--- config.mk ---
export PLATFORM = sky130hd
export DESIGN_NAME = hex_step_counter
export DESIGN_NICKNAME = d
export VERILOG_FILES = /design/src/rtl/hex_step_counter.sv
export SDC_FILE = /design/constraint.sdc
export NUM_CORES = 1
export LEC_CHECK = 0
export BUFFER_PORTS_ARGS = -buffer_cell sky130_fd_sc_hd__buf_2
export CORE_ASPECT_RATIO = 1.1
export CORE_MARGIN = 8
export CORE_UTILIZATION = 50
export DETAILED_ROUTE_END_ITERATION = 16
export PLACE_DENSITY_LB_ADDON = 0.1
export SYNTH_ARGS = -nofsm -noshare
export SYNTH_HDL_FRONTEND = slang
export SYNTH_SLANG_ARGS = --single-unit
--- constraint.sdc ---
create_clock -name CLOCK_50 -period 4.8 [get_ports CLOCK_50]
set_clock_uncertainty 0.05 [all_clocks]
set_input_delay 0 -clock CLOCK_50 [delete_from_list [all_inputs] [get_ports CLOCK_50]]
set_output_delay 0 -clock CLOCK_50 [all_outputs]
set_load 0.02 [all_outputs]
--- src/rtl/hex_step_counter.sv ---
// hex_step_counter: button-stepped up/down counter over [MIN_VAL, MAX_VAL] with decimal seven-segment output.
// Optional debounce stage is built when HEX_STEP_COUNTER_DEBOUNCE_EN is defined.
module hex_step_counter #(
  parameter int DIGITS    = 2,
  parameter int MIN_VAL   = 1,
  parameter int MAX_VAL   = 5,
  parameter int WRAP      = 1,
  parameter int DB_CYCLES = 16
) (
  input  logic                             CLOCK_50,
  input  logic                             RESET_N,
  input  logic                             STEP_N,
  input  logic                             CLEAR_N,
  input  logic [9:0]                       SW,
  output logic [7*DIGITS-1:0]              HEX,
  output logic [$clog2(MAX_VAL+1)-1:0]     COUNT,
  output logic                             ERR,
  output logic                             WRAP_PULSE
);
  localparam int CW = $clog2(MAX_VAL + 1);
  localparam int BW = 4 * DIGITS;

  // Binary to BCD (double-dabble), then per-digit segments with leading-zero blanking and error dashes.
  function automatic logic [7*DIGITS-1:0] hex_of(input logic [CW-1:0] v, input logic e);
    logic [BW-1:0] bcd;
    logic          lead;
    logic [3:0]    d;
    logic [6:0]    seg;
    hex_of = '0;
    bcd    = '0;
    lead   = 1'b1;
    for (int i = CW - 1; i >= 0; i--) begin
      for (int k = 0; k < DIGITS; k++)
        if (bcd[4*k +: 4] >= 4'd5) bcd[4*k +: 4] = bcd[4*k +: 4] + 4'd3;
      bcd = {bcd[BW-2:0], v[i]};
    end
    for (int k = DIGITS - 1; k >= 0; k--) begin
      d = bcd[4*k +: 4];
      case (d)
        4'd0:    seg = 7'b1000000;
        4'd1:    seg = 7'b1111001;
        4'd2:    seg = 7'b0100100;
        4'd3:    seg = 7'b0110000;
        4'd4:    seg = 7'b0011001;
        4'd5:    seg = 7'b0010010;
        4'd6:    seg = 7'b0000010;
        4'd7:    seg = 7'b1111000;
        4'd8:    seg = 7'b0000000;
        4'd9:    seg = 7'b0010000;
        default: seg = 7'b0111111;
      endcase
      lead = lead & (d == 4'd0) & (k != 0);
      hex_of[7*k +: 7] = e ? 7'b0111111 : (lead ? 7'b1111111 : seg);
    end
  endfunction

  logic          r_sync0, r_sync1, r_prev, r_armed;
  logic [1:0]    r_vld;
  logic          w_lvl, w_step;
  logic [CW-1:0] r_count, w_count_nx;
  logic          r_err, w_err_nx, r_wrap, w_wrap_nx;
  logic [7*DIGITS-1:0] r_hex;
  logic [CW:0]   w_ext;

  // Two-flop synchroniser; arming waits until the button has really been seen released after reset.
  always_ff @(posedge CLOCK_50 or negedge RESET_N) begin
    if (!RESET_N) begin
      r_sync0 <= 1'b1;
      r_sync1 <= 1'b1;
      r_vld   <= 2'b00;
      r_armed <= 1'b0;
    end else begin
      r_sync0 <= STEP_N;
      r_sync1 <= r_sync0;
      r_vld   <= {r_vld[0], 1'b1};
      r_armed <= r_armed | (r_vld[1] & r_sync1);
    end
  end

`ifdef HEX_STEP_COUNTER_DEBOUNCE_EN
  localparam int DW = $clog2(DB_CYCLES + 1);
  logic          r_db;
  logic [DW-1:0] r_db_cnt;

  // Debounced level follows the synchronised level only after DB_CYCLES consecutive differing cycles.
  always_ff @(posedge CLOCK_50 or negedge RESET_N) begin
    if (!RESET_N) begin
      r_db     <= 1'b1;
      r_db_cnt <= '0;
    end else if (r_sync1 == r_db) begin
      r_db_cnt <= '0;
    end else if (r_db_cnt == DW'(DB_CYCLES - 1)) begin
      r_db     <= r_sync1;
      r_db_cnt <= '0;
    end else begin
      r_db_cnt <= r_db_cnt + DW'(1);
    end
  end

  assign w_lvl = r_db;
`else
  logic w_unused_db;
  assign w_unused_db = DB_CYCLES[0];
  assign w_lvl       = r_sync1;
`endif

  // Registered copy of the level for falling-edge detection.
  always_ff @(posedge CLOCK_50 or negedge RESET_N) begin
    if (!RESET_N) r_prev <= 1'b1;
    else          r_prev <= w_lvl;
  end

  assign w_step = r_armed & r_prev & ~w_lvl;
  assign w_ext  = {1'b0, r_count};

  // Next count/error/wrap on a step event: clear, then illegal switches, then up/down step.
  always_comb begin
    w_count_nx = r_count;
    w_err_nx   = r_err;
    w_wrap_nx  = 1'b0;
    if (w_step) begin
      if (!CLEAR_N) begin
        w_count_nx = CW'(MIN_VAL);
        w_err_nx   = 1'b0;
      end else if (|SW[9:1]) begin
        w_err_nx = 1'b1;
      end else begin
        w_err_nx = 1'b0;
        if (SW[0]) begin
          if (w_ext < (CW+1)'(MAX_VAL)) begin
            w_count_nx = CW'(w_ext + (CW+1)'(1));
          end else if (WRAP != 0) begin
            w_count_nx = CW'(MIN_VAL);
            w_wrap_nx  = 1'b1;
          end
        end else begin
          if (w_ext > (CW+1)'(MIN_VAL)) begin
            w_count_nx = CW'(w_ext - (CW+1)'(1));
          end else if (WRAP != 0) begin
            w_count_nx = CW'(MAX_VAL);
            w_wrap_nx  = 1'b1;
          end
        end
      end
    end
  end

  // Counter state and one-cycle wrap pulse.
  always_ff @(posedge CLOCK_50 or negedge RESET_N) begin
    if (!RESET_N) begin
      r_count <= CW'(MIN_VAL);
      r_err   <= 1'b0;
      r_wrap  <= 1'b0;
    end else begin
      r_count <= w_count_nx;
      r_err   <= w_err_nx;
      r_wrap  <= w_wrap_nx;
    end
  end

  // Display register, one cycle behind the count.
  always_ff @(posedge CLOCK_50 or negedge RESET_N) begin
    if (!RESET_N) r_hex <= hex_of(CW'(MIN_VAL), 1'b0);
    else          r_hex <= hex_of(r_count, r_err);
  end

  assign HEX        = r_hex;
  assign COUNT      = r_count;
  assign ERR        = r_err;
  assign WRAP_PULSE = r_wrap;
endmodule

==> impl_metrics.ini <==
[sta]
final-max-slew-violation-count = 0
tns_ns = 0
finalHoldViolCount = 0
fmax_mhz = 527
period_needed_ns = 1.90
final.setup.worst_slack_ns = 2.90
grt_setup_unrepaired = no
setup_viol = 0
finalCritPeriodShare_pct = 39.6

[drt]
vias = 649
totalWireLength_um = 1690
drtAntennaViolNets = 0
viasPerCell = 4.99
detail_route.first_pass.iterations = 4
drc = 0
drt_iter0_drc = 17
routedWlPerCell_um = 13.0

[floorplan]
start_util_pct = 51.0
coreArea_mm2 = 0.00170
dieHeight_um = 59.7
num_io_pins = 33
die_w_um = 55.7
num_rows = 16
die-area_mm2 = 0.00333

[layout]
drive_above_1_share_pct = 39.3
fillers = 152
layout.nets = 131
areaGrowthSynthToFinish_pct = 20.0
n_antenna_cell = 0

[global_route]
grt_max_degree = 20
globalRouteTotalUtil_pct = 10.6
grt_pass1_wl_um = 2960
antenna_found_initial = 0
use_met2_pct = 17.5
grtUsageMet1_pct = 12.5
grt_pass1_vias = 672
grt_use_met3_pct = 4.88
busiest_layer = met2
grt-ovfl-total = 0

[synthesis]
synth_top_area_cell = dfstp_2
ys.flop_type = dfstp_2
synth_top_area_share_pct = 30.3
yosys_warnings = 0
synthDistinctLibCells = 25
synth_edf_count = 0
synth-seq-cells = 19
synth_area_leaders = dfstp_2 30%, dfrtp_1 26%, ha_1 5.8%
synth_area_um2 = 868
avgSynthCellArea_um2 = 10.7
synth_cells = 81
ys_async_sr_fraction_pct = 100
yosysSeqAreaShare_pct = 56.2

[clocking]
cts-buffers-inserted = 3
htree_levels = 1
cts_resized = 0
clock_path_buffers = 2
clk_pin_slew_ns = 0.11
cts-root-buf = clkbuf_4
cts.sinks = 19
clkLatencyLatePin_ns = 0.29
cts_tree = done

[power_and_ir_drop]
irDropWorstVdd_uv = 176
p_leak_nw = 0.498
p_per_area_mw_per_mm2 = 358

[hold_path]
hold_class = primary input to flip-flop

[run]
cap_violations = 0

[setup_path]
critPathArrivalTime_ns = 2.02
critical_path_class = flip-flop to flip-flop
critPathRequiredTime_ns = 4.92
worstPathMaxFanout = 9
end_kind = flip-flop
rrSetupSlack_ns = 2.90
crit_path_start_kind = flip-flop

[place]
portBuffers = 26
globalplace.congestion = 0.881
place_hpwl_um = 1320
place_ws_ns = 2.92

[status]
outcome = finished, final reports clean
==> metal layers <==
| metal | wire [um] | vias to the layer above |
|---|---|---|
| li1 | - | 326 |
| met1 | 773 | 295 |
| met2 | 769 | 28 |
| met3 | 150 | 0 |
| met4 | 0 | 0 |
| met5 | 0 | - |
==> cell usage in the layout (no fill, tap or decap) <==
cell and n:
a21oi_1 8, o22ai_1 1, nand4_1 1, clkbuf_4 3, nand2_1 8, nor3_1 2
conb_1 7, dfstp_2 10, o211a_1 1, clkinv_2 1, inv_1 5, nor2_1 7
dfrtp_1 9, dlygate4sd3_1 2, o32ai_2 1, o21ai_0 6, mux2_2 1, nand3b_1 1
nor4_2 1, buf_2 26, a21o_1 2, or4_1 1, nand3_1 1, nand2b_1 1
ha_1 4, or3_4 1, o21a_1 1
==> where the power goes <==
part,internal [mW],switching (mW)
Clock,0.0310,0.0493
Sequential,0.186,0.0106
Combinational,0.0348,0.0614
==> cell usage after synthesis (2+ instances only) <==
cell and instances:
a21o_1 2, dfstp_2 10, buf_4 6, dfrtp_1 9, inv_1 5, o21ai_0 6
nor3_1 2, nor2_1 7, a21oi_1 8, nand2_1 8, ha_1 4
==> worst max-delay path, cell delays in order (launching register included) <==
cell and delay, ns:
dfstp_2 0.62, inv_1 0.09, ha_1 0.24, or4_1 0.52, a21oi_1 0.17, o32ai_2 0.10
==> worst paths after layout <==
| kind | from | cells after the start | to |
|---|---|---|---|
| worst max register to register | COUNT[0]$_DFFE_PN1P_ | 5 | COUNT[2]$_DFFE_PN0P_ |
| max in group asynchronous | RESET_N | 2 | HEX[3]$_DFF_PN1_ |
| worst min-delay path | CLEAR_N | 3 | COUNT[0]$_DFFE_PN1P_ |
| worst max-delay path | COUNT[0]$_DFFE_PN1P_ | 5 | COUNT[2]$_DFFE_PN0P_ |
| worst min register to register | r_vld[0]$_DFF_PN0_ | 0 | r_vld[1]$_DFF_PN0_ |
| min in group asynchronous | RESET_N | 2 | COUNT[2]$_DFFE_PN0P_ |
==> logic make-up (layout without fill, tap and decap cells) <==
kind of cell | after synthesis | in the layout | synth area share, %
simple gates | 24 | 24 | 14.1
other cells | 1 | 7 | 0.432
mux | 1 | 1 | 1.30
compound gates | 20 | 20 | 14.4
buf+inv | 12 | 37 | 7.78
fa+ha+maj | 4 | 4 | 5.76
flops | 19 | 19 | 56.2
==> repair_timing <==
item,4_1_cts,5_1_grt
buffers inserted,0,0
hold buffers,2,0
hold endpoints to repair,20,0
==> registers in the layout, summed over array words and instances (netlist names) <==
name and count:
COUNT 3, ERR 1, HEX 8, WRAP_PULSE 1, r_armed 1, r_prev 1
r_sync0 1, r_sync1 1, r_vld 2
==> metrics by stage <==
step	total power [mW]	instances	utilization (%)	hold WS, ns	instance area (um2)
6_report	0.373	130	61.3	0.0121	1040
5_1_grt	0.396	130	61.3	0.0129	1040
4_1_cts	0.374	130	61.3	0.0144	1040
3_5_place_dp	0.295	124	58.5	-0.101	995
3_3_place_gp	0.293	124	58.5	-0.108	995
2_1_floorplan	0.265	87	-	-0.346	891
==> layout make-up <==
class	count	area (um2)	area share [%]
clock buffer	3	22.5	2.16
clock inverter	1	5.00	0.480
inverter	5	18.8	1.80
multi-input combinational	56	335	32.2
sequential	19	488	46.8
tap	18	22.5	2.16
timing repair buffer	28	150	14.4
Power figures use the tool's default switching activity.
